[src/rtl/slant_rx_deframer.sv]
// Receive-side deframer: hunts SOF/SOL headers in 4-lane slant beats, buffers
// YCbCr 4:2:2 payload in a small FIFO and unpacks it onto an AXI4-Stream video master.
module slant_rx_deframer #(
    parameter int PIX_PER_LINE = 640,
    parameter int LINES        = 480,
    parameter int FIFO_DEPTH   = 16
) (
    input  logic        clk,
    input  logic        rstn,
    input  logic        rx_valid,
    input  logic [7:0]  rx_data0,
    input  logic [7:0]  rx_data1,
    input  logic [7:0]  rx_data2,
    input  logic [7:0]  rx_data3,
    output logic [23:0] m_axis_video_tdata,
    output logic        m_axis_video_tvalid,
    input  logic        m_axis_video_tready,
    output logic        m_axis_video_tuser,
    output logic        m_axis_video_tlast,
    output logic        err_sync,
    output logic        err_ovf,
    output logic [15:0] frame_cnt
);

    localparam int BEATS = PIX_PER_LINE / 2;
    localparam int BW    = (BEATS > 1) ? $clog2(BEATS) : 1;
    localparam int LW    = (LINES > 1) ? $clog2(LINES) : 1;
    localparam int AW    = $clog2(FIFO_DEPTH);
    localparam logic [BW-1:0] LAST_BEAT = BW'(BEATS - 1);
    localparam logic [LW-1:0] LAST_LINE = LW'(LINES - 1);

    typedef enum logic [1:0] {
        ST_HUNT     = 2'd0,
        ST_PAYLOAD  = 2'd1,
        ST_WAIT_SOL = 2'd2
    } state_t;

    // Beat layout {Y0, Cb, Y1, Cr} = lanes 0..3, MSB first.
    logic          in_valid_r;
    logic [31:0]   in_beat_r;
    logic          in_sof_r;
    logic          in_sol_r;

    state_t        state_r, state_s;
    logic [LW-1:0] line_r, line_s;
    logic [BW-1:0] beat_r, beat_s;
    logic          wr_req_s, wr_sof_s, wr_eol_s, err_sync_s, frame_inc_s;

    logic [33:0]   mem_r [FIFO_DEPTH];
    logic [AW:0]   wr_ptr_r, rd_ptr_r;
    logic          empty_s, full_s, pop_s, wr_ok_s, ovf_s, out_ready_s;
    logic [33:0]   head_s;

    logic          phase_r;
    logic [23:0]   tdata_r;
    logic          tvalid_r, tuser_r, tlast_r;
    logic          err_sync_r, err_ovf_r;
    logic [15:0]   frame_cnt_r;

    function automatic logic is_header(input logic [7:0] b0, input logic [7:0] b1,
                                       input logic [7:0] b2);
        return (b0 == 8'hFF) && (b1 == 8'h00) && (b2 == 8'h00);
    endfunction

    // Input register with header decode.
    always_ff @(posedge clk or negedge rstn) begin
        if (!rstn) begin
            in_valid_r <= 1'b0;
            in_beat_r  <= 32'h0000_0000;
            in_sof_r   <= 1'b0;
            in_sol_r   <= 1'b0;
        end else begin
            in_valid_r <= rx_valid;
            in_beat_r  <= {rx_data0, rx_data1, rx_data2, rx_data3};
            in_sof_r   <= is_header(rx_data0, rx_data1, rx_data2) && (rx_data3 == 8'hAB);
            in_sol_r   <= is_header(rx_data0, rx_data1, rx_data2) && (rx_data3 == 8'h80);
        end
    end

    // Framing FSM: next state, counters and FIFO write request.
    always_comb begin
        state_s     = state_r;
        line_s      = line_r;
        beat_s      = beat_r;
        wr_req_s    = 1'b0;
        wr_sof_s    = 1'b0;
        wr_eol_s    = 1'b0;
        err_sync_s  = 1'b0;
        frame_inc_s = 1'b0;
        if (in_valid_r) begin
            case (state_r)
                ST_HUNT: begin
                    if (in_sof_r) begin
                        state_s = ST_PAYLOAD;
                        line_s  = {LW{1'b0}};
                        beat_s  = {BW{1'b0}};
                    end else begin
                        state_s = ST_HUNT;
                    end
                end
                ST_PAYLOAD: begin
                    if (in_sof_r) begin
                        err_sync_s = 1'b1;
                        line_s     = {LW{1'b0}};
                        beat_s     = {BW{1'b0}};
                    end else if (in_sol_r) begin
                        err_sync_s = 1'b1;
                        state_s    = ST_HUNT;
                    end else begin
                        wr_req_s = 1'b1;
                        wr_sof_s = (line_r == {LW{1'b0}}) && (beat_r == {BW{1'b0}});
                        if (beat_r == LAST_BEAT) begin
                            wr_eol_s = 1'b1;
                            beat_s   = {BW{1'b0}};
                            if (line_r == LAST_LINE) begin
                                state_s     = ST_HUNT;
                                frame_inc_s = 1'b1;
                            end else begin
                                state_s = ST_WAIT_SOL;
                            end
                        end else begin
                            beat_s = beat_r + BW'(1);
                        end
                    end
                end
                ST_WAIT_SOL: begin
                    if (in_sol_r) begin
                        state_s = ST_PAYLOAD;
                        line_s  = line_r + LW'(1);
                        beat_s  = {BW{1'b0}};
                    end else if (in_sof_r) begin
                        err_sync_s = 1'b1;
                        state_s    = ST_PAYLOAD;
                        line_s     = {LW{1'b0}};
                        beat_s     = {BW{1'b0}};
                    end else begin
                        err_sync_s = 1'b1;
                        state_s    = ST_HUNT;
                    end
                end
                default: state_s = ST_HUNT;
            endcase
        end else begin
            state_s = state_r;
        end
    end

    // FSM state, counters and error/frame outputs.
    always_ff @(posedge clk or negedge rstn) begin
        if (!rstn) begin
            state_r     <= ST_HUNT;
            line_r      <= {LW{1'b0}};
            beat_r      <= {BW{1'b0}};
            err_sync_r  <= 1'b0;
            err_ovf_r   <= 1'b0;
            frame_cnt_r <= 16'd0;
        end else begin
            state_r     <= state_s;
            line_r      <= line_s;
            beat_r      <= beat_s;
            err_sync_r  <= err_sync_s;
            err_ovf_r   <= ovf_s;
            frame_cnt_r <= frame_cnt_r + (frame_inc_s ? 16'd1 : 16'd0);
        end
    end

    // A pop in the same cycle frees the slot, so a write into a full FIFO still lands.
    assign empty_s     = (wr_ptr_r == rd_ptr_r);
    assign full_s      = (wr_ptr_r[AW] != rd_ptr_r[AW]) && (wr_ptr_r[AW-1:0] == rd_ptr_r[AW-1:0]);
    assign head_s      = mem_r[rd_ptr_r[AW-1:0]];
    assign out_ready_s = !tvalid_r || m_axis_video_tready;
    assign pop_s       = out_ready_s && !empty_s && phase_r;
    assign wr_ok_s     = wr_req_s && (!full_s || pop_s);
    assign ovf_s       = wr_req_s && full_s && !pop_s;

    // FIFO storage; contents are don't-care while the pointers are equal.
    always_ff @(posedge clk) begin
        if (wr_ok_s) begin
            mem_r[wr_ptr_r[AW-1:0]] <= {wr_sof_s, wr_eol_s, in_beat_r};
        end else begin
            mem_r[wr_ptr_r[AW-1:0]] <= mem_r[wr_ptr_r[AW-1:0]];
        end
    end

    // FIFO pointers.
    always_ff @(posedge clk or negedge rstn) begin
        if (!rstn) begin
            wr_ptr_r <= {(AW + 1){1'b0}};
            rd_ptr_r <= {(AW + 1){1'b0}};
        end else begin
            wr_ptr_r <= wr_ptr_r + (wr_ok_s ? (AW + 1)'(1) : (AW + 1)'(0));
            rd_ptr_r <= rd_ptr_r + (pop_s ? (AW + 1)'(1) : (AW + 1)'(0));
        end
    end

    // Unpacker: head entry stays in the FIFO until its second pixel is taken.
    always_ff @(posedge clk or negedge rstn) begin
        if (!rstn) begin
            phase_r  <= 1'b0;
            tvalid_r <= 1'b0;
            tdata_r  <= 24'h000000;
            tuser_r  <= 1'b0;
            tlast_r  <= 1'b0;
        end else if (out_ready_s) begin
            if (empty_s) begin
                tvalid_r <= 1'b0;
            end else if (!phase_r) begin
                tvalid_r <= 1'b1;
                tdata_r  <= {head_s[31:24], head_s[23:16], head_s[7:0]};
                tuser_r  <= head_s[33];
                tlast_r  <= 1'b0;
                phase_r  <= 1'b1;
            end else begin
                tvalid_r <= 1'b1;
                tdata_r  <= {head_s[15:8], head_s[23:16], head_s[7:0]};
                tuser_r  <= 1'b0;
                tlast_r  <= head_s[32];
                phase_r  <= 1'b0;
            end
        end else begin
            tvalid_r <= tvalid_r;
        end
    end

    assign m_axis_video_tdata  = tdata_r;
    assign m_axis_video_tvalid = tvalid_r;
    assign m_axis_video_tuser  = tuser_r;
    assign m_axis_video_tlast  = tlast_r;
    assign err_sync            = err_sync_r;
    assign err_ovf             = err_ovf_r;
    assign frame_cnt           = frame_cnt_r;

endmodule

[config.mk]
export PLATFORM = sky130hd
export DESIGN_NAME = slant_rx_deframer
export DESIGN_NICKNAME = d
export VERILOG_FILES = /design/src/rtl/slant_rx_deframer.sv
export SDC_FILE = /design/constraint.sdc
export NUM_CORES = 1
export LEC_CHECK = 0
export BUFFER_PORTS_ARGS = -buffer_cell sky130_fd_sc_hd__buf_4
export CORE_MARGIN = 2
export CORE_UTILIZATION = 45
export DETAILED_ROUTE_END_ITERATION = 10
export GPL_TIMING_DRIVEN = 0
export HOLD_SLACK_MARGIN = 0.08
export RECOVER_POWER = 50
export SYNTH_ARGS = -nofsm -noshare
export SYNTH_HDL_FRONTEND = slang
export SYNTH_SLANG_ARGS = --single-unit
[constraint.sdc]
create_clock -name clk -period 16.9 [get_ports clk]
set_clock_uncertainty 0.2 [all_clocks]
set_input_delay 0 -clock clk [delete_from_list [all_inputs] [get_ports clk]]
set_output_delay 0 -clock clk [all_outputs]
set_load 0.005 [all_outputs]
-- After elaboration in Yosys (flattened, before gate mapping)
Memory sizes are Yosys's and may differ from the RTL's.
Index checks and enable logic that the tools add are counted.
- memory bits (writable): 544
- memories: 1
- register bits after elaboration: 111
- output and inout bits: 45
- word-level logic and storage cells: 120
- input port bits: 36
- memory list (name ; words ; bits a word ; read ports ; clocked after memory_dff ; wr ports ; RTL line ; text):
    mem_r ; 16 ; 34 ; 1 ; 0 ; 1 ; 49 ; logic [33:0] mem_r [FIFO_DEPTH];
- eq/ne operators: 14
- muxes and demuxes: 51
- bitwise gates (word level): 2
- add/subtract/negate cells: 5
- reductions and logical operators: 30
- operator list (operator ; count):
    $mux 9 ; 7
    $mux 34 ; 1
    $mux 1 ; 33
    $pmux 9 s3 ; 1
    $eq 8x8->1 const B ; 3
    $mux 24 ; 1
    $add 9x1->9 const B ; 2
    $eq 9x9->1 const B ; 2
    $logic_not 9->1 ; 2
    $pmux 9 s2 ; 1
    $add 16x1->16 ; 1
    $logic_not 8->1 ; 2
    $logic_and 1x1->1 ; 11
    $add 5x1->5 ; 2
    $mux 2 ; 5
    $ne 3x3->1 const B ; 2
    $pmux 2 s3 ; 1
    $reduce_and 2->1 ; 3
    $reduce_and 3->1 ; 2
    $eq 5x5->1 ; 1
    $eq 4x4->1 ; 1
    $logic_not 1->1 ; 4
    $reduce_bool 3->1 ; 1
    $eq 2x1->1 const B ; 1
    other kinds (11) ; 12

-- Logic depth before layout (Yosys ltp)
- word-level depth: 9
- mapped depth: 11
- mapped depth without buffers: 10

-- Worst setup path after synthesis
OpenSTA, ideal clock, no wires.
- path kind: register to register
- start point: reg state_r[1]
- end point: mem mem_r[4][0] (enable)
- period minus slack after synthesis: 5.617 ns
- arrival: 4.894 ns
- path slack: 11.283 ns
- library setup time: 0.523 ns
- path buffers: 1
- stages on the path, launching flop included: 7
- data required time: 16.177 ns
- cells stage by stage: dfrtp_1 inv_1 ha_1 clkbuf_1 nand3_1 a21oi_1 nor4b_1
- longest elaborated chain between the ends: 7
- elaborated cells between the ends (all ways): 9
- those cells by class: 1 x eq/ne; 5 x mux; 1 x bitwise; 2 x reduce/logical
- RTL lines (what ; RTL line ; text):
    from (decl) ; 44 ; state_t state_r, state_s;
    from (signal assigned) ; 158 ; state_r <= state_s;
    $eq 2x1->1 (*) ; 91 ; case (state_r)
    $mux 1 (*) ; 91 ;
    $mux 1 (*) ; 90 ; if (in_valid_r) begin
    $logic_and 1x1->1 (*) ; 173 ; assign wr_ok_s = wr_req_s && (!full_s || pop_s);
    $mux 1, on equally long branches ; 178, 181 ;
    $mux 1 (implied by the code) or $reduce_and 2->1 (tied branches) ; - ;
    $or 1x1->1 (no line) (*) ; - ;
    to (decl) ; 49 ;
Mark *: on every way between the ends. The rest lies on a longest branch, timed or not.

==> reports/summary.txt <==
post-synthesis average cell area: 20.6 um^2
max_slew headroom: -206%
crit start category: primary input
maximum fanout along the worst path: 80
antenna cells: 0
setup_tns: 0 ns
sequential cell area fraction in the yosys report: 76.1%
post-CTS setup buffer count: 0
MaxCap Viol Count: 2
crit path DAT: 4.50 ns
routed vias: 13100
f_max: 197 MHz
GRT Util Overall: 21.8%
clock-pin slew on the worst setup and hold paths: 0.05 ns
number of flops mapped to enable cells by yosys: 544
WP data required: 16.32 ns
P&R area growth vs syn: 20.5%
Yosys cell types: 51
clock tree buffer depth: 3
DRT iter0 DRCs: 1161
Post-CTS Hold Fix Bufs: 70
Die Width: 240 um
number of global-route vias before repair: 13200
Internal: 0.00318 W
Die H: 240 um
violated checks: max-capacitance violations, max-slew violations
Hold Path Class: reg2reg
Ports: 81
post-cts repair resize count: 0
met3 WL post-DR: 4.23 mm
Die Area: 0.0577 mm^2
crit path kind: in2async
syn_nets: 1270
Via density: 5.69
initial antenna violation count: 4
Core Footprint: 0.0552 mm^2
Yosys warnings: 0
Final setup viols: 0
final hold viol count: 0
sequential power share: 41.9%
Metal-1 WL: 26.4 mm
clock network power share: 34.1%
DP Wirelength: 38.8 mm
post-layout min period: 5.09 ns
sw frac: 27.2%
worst ir drop on vdd: 0.0000821 V
overall routed net length: 61.0 mm
sw power: 0.00119 W
# port buffers: 80
status: finished with violations
Final WS setup: 11.81 ns
gr ovfl total: 0
DRC violations left: 0
Worst setup EP type: asynchronous set/reset pin
Initial Util: 45.5%
combinational power share: 24.0%
FFs w/ async S/R, synth: 16.9%
largest net degree at the start of global routing: 81
iteration count of the initial detailed-routing pass: 5
DR top layer: met5
first-pass GRT wire length: 88.9 mm
fin crit share: 30.1%
final antenna-violating net count: 0
layout cells sized above 1: 27.4%
root buf cell: clkbuf_16
pre-CTS setup slack: 13.06 ns
RSZ-0062 raised after global routing: no
H-tree Lvls: 3
GP Congestion: 0.773
DR WL met2: 29.0 mm
cells after synthesis: 1219
Synth Register Bits: 655
CTS Buf Count: 69
clk_lat worst skew: 0.60 ns
PD cells: 145 mW/mm^2
# nets final: 1539
Mapped Area: 0.0251 mm^2
CTS tree: yes
Primary FF master, synth: edfxtp_1
Cell Rows: 86
pin slew with the least headroom to its limit: 4.58 ns
Leakage: 10.3 nW
Routed WL per cell: 26.6 um
CTS sink cnt: 655
Final Slew Violations: 113
[power by group through the flow]
| stage | sequential (W) | combinational, W | clock [W] |
|---|---|---|---|
| 2_1_floorplan | 0.00186 | 0.000703 | 0 |
| 3_3_place_gp | 0.00186 | 0.00106 | 0 |
| 3_5_place_dp | 0.00187 | 0.00106 | 0 |
| 4_1_cts | 0.00183 | 0.00108 | 0.00152 |
| 5_1_grt | 0.00184 | 0.00112 | 0.00158 |
| 6_report | 0.00183 | 0.00105 | 0.00149 |
[stage by stage]
| stage | hold slack, ns | util (%) | cell area (um^2) | cells | total power [W] |
|---|---|---|---|---|---|
| 2_1_floorplan | -0.496 | - | 25100 | 1219 | 0.00256 |
| 3_3_place_gp | -0.0869 | 48.3 | 26700 | 2047 | 0.00292 |
| 3_5_place_dp | -0.260 | 49.7 | 27400 | 2095 | 0.00293 |
| 4_1_cts | 0.259 | 55.1 | 30400 | 2293 | 0.00443 |
| 5_1_grt | 0.309 | 54.8 | 30300 | 2293 | 0.00454 |
| 6_report | 0.270 | 54.8 | 30300 | 2293 | 0.00437 |
[per-layer routing]
layer | vias to the layer above | GRT usage (%)
li1 | 5530 | -
met1 | 6973 | 31.4
met2 | 457 | 34.3
met3 | 89 | 4.74
met4 | 4 | 5.35
met5 | - | 0
[cell usage after synthesis, drive strengths merged (2+ instances only)]
master	number	area, um^2
a21boi	2	15.0
a21o	2	15.0
a21oi	14	70.1
a221oi	2	17.5
a22o	2	17.5
a22oi	7	52.6
and2	4	25.0
and3	6	37.5
buf	36	216
clkbuf	18	67.6
dfrtp	111	2780
edfxtp	544	16300
ha	15	188
inv	20	75.1
mux2	22	248
mux2i	8	80.1
mux4	151	3400
nand2	36	135
nand2b	8	50.1
nand3	26	130
nand3b	3	22.5
nand4	11	68.8
nand4b	2	17.5
nor2	30	113
nor2b	8	50.1
nor3	9	45.0
nor3b	5	37.5
nor4	11	75.1
nor4b	5	43.8
o211ai	10	75.1
o21ai	30	150
o21bai	2	15.0
o22ai	13	81.3
or3	7	43.8
or4	3	22.5
xnor2	13	114
xor2	16	140
[cell type report]
type / instances / area, um^2
plain buffers: 54 / 284
clock buffers: 103 / 1990
clock inverters: 25 / 245
fillers: 4231 / 24900
inverters: 20 / 75.1
multi-input cells: 490 / 5770
flip-flops and latches: 655 / 19100
well taps: 748 / 936
repair buffers: 198 / 1860
[logic make-up after synthesis]
kind of cell | share of synthesized area [%]
compound gates | 2.23
xor+xnor | 1.01
fa+ha+maj | 0.747
buf+inv | 1.43
flops | 76.1
mux | 14.8
simple gates | 3.68
[placed cells by master (no fill, tap or decap), types with 8 or more instances in the layout]
master and count:
nand2_1 36, dlygate4sd3_1 69, o211ai_1 10, mux2i_1 8, mux2_2 21, clkinv_2 8
xnor2_1 13, nor4_1 9, a21oi_1 14, buf_2 17, edfxtp_1 544, o21ai_0 23
nand3_1 26, dfrtp_1 111, buf_4 41, xor2_1 16, buf_1 9, mux4_2 151
nand4_1 11, nand2b_1 8, inv_1 20, buf_6 28, buf_12 8, nor2_1 21
o22ai_1 13, ha_1 15, clkbuf_4 35, clkbuf_1 64, clkbuf_16 72, nor2_4 9
[worst max-delay path: stages]
cell and delay [ns]:
dlygate4sd3_1 0.51, dlygate4sd3_1 0.54, clkbuf_1 0.13, clkbuf_1 3.20
[path summary, 6_finish.rpt]
path	start	endpoint	slack, ns	cells past startpoint
hold reg to reg	frame_cnt[15]	frame_cnt[15]	0.27	1
setup / recovery	rstn	m_axis_video_tdata[20]	11.81	4
max in group clk	state_r[1]	mem_r[4][13]	13.04	9
setup reg to reg	state_r[1]	mem_r[4][13]	13.04	9
min in group asynchronous	rstn	m_axis_video_tdata[3]	1.07	4
hold / removal	frame_cnt[15]	frame_cnt[15]	0.27	1
[state kept, by name, indices dropped and copies added (netlist names), 2 cells and up]
signal,flops
wr_ptr_r,5
m_axis_video_tdata,24
state_r,2
line_r,9
beat_r,9
in_beat_r,32
mem_r,544
rd_ptr_r,5
frame_cnt,16
Power figures use the tool's default switching activity.
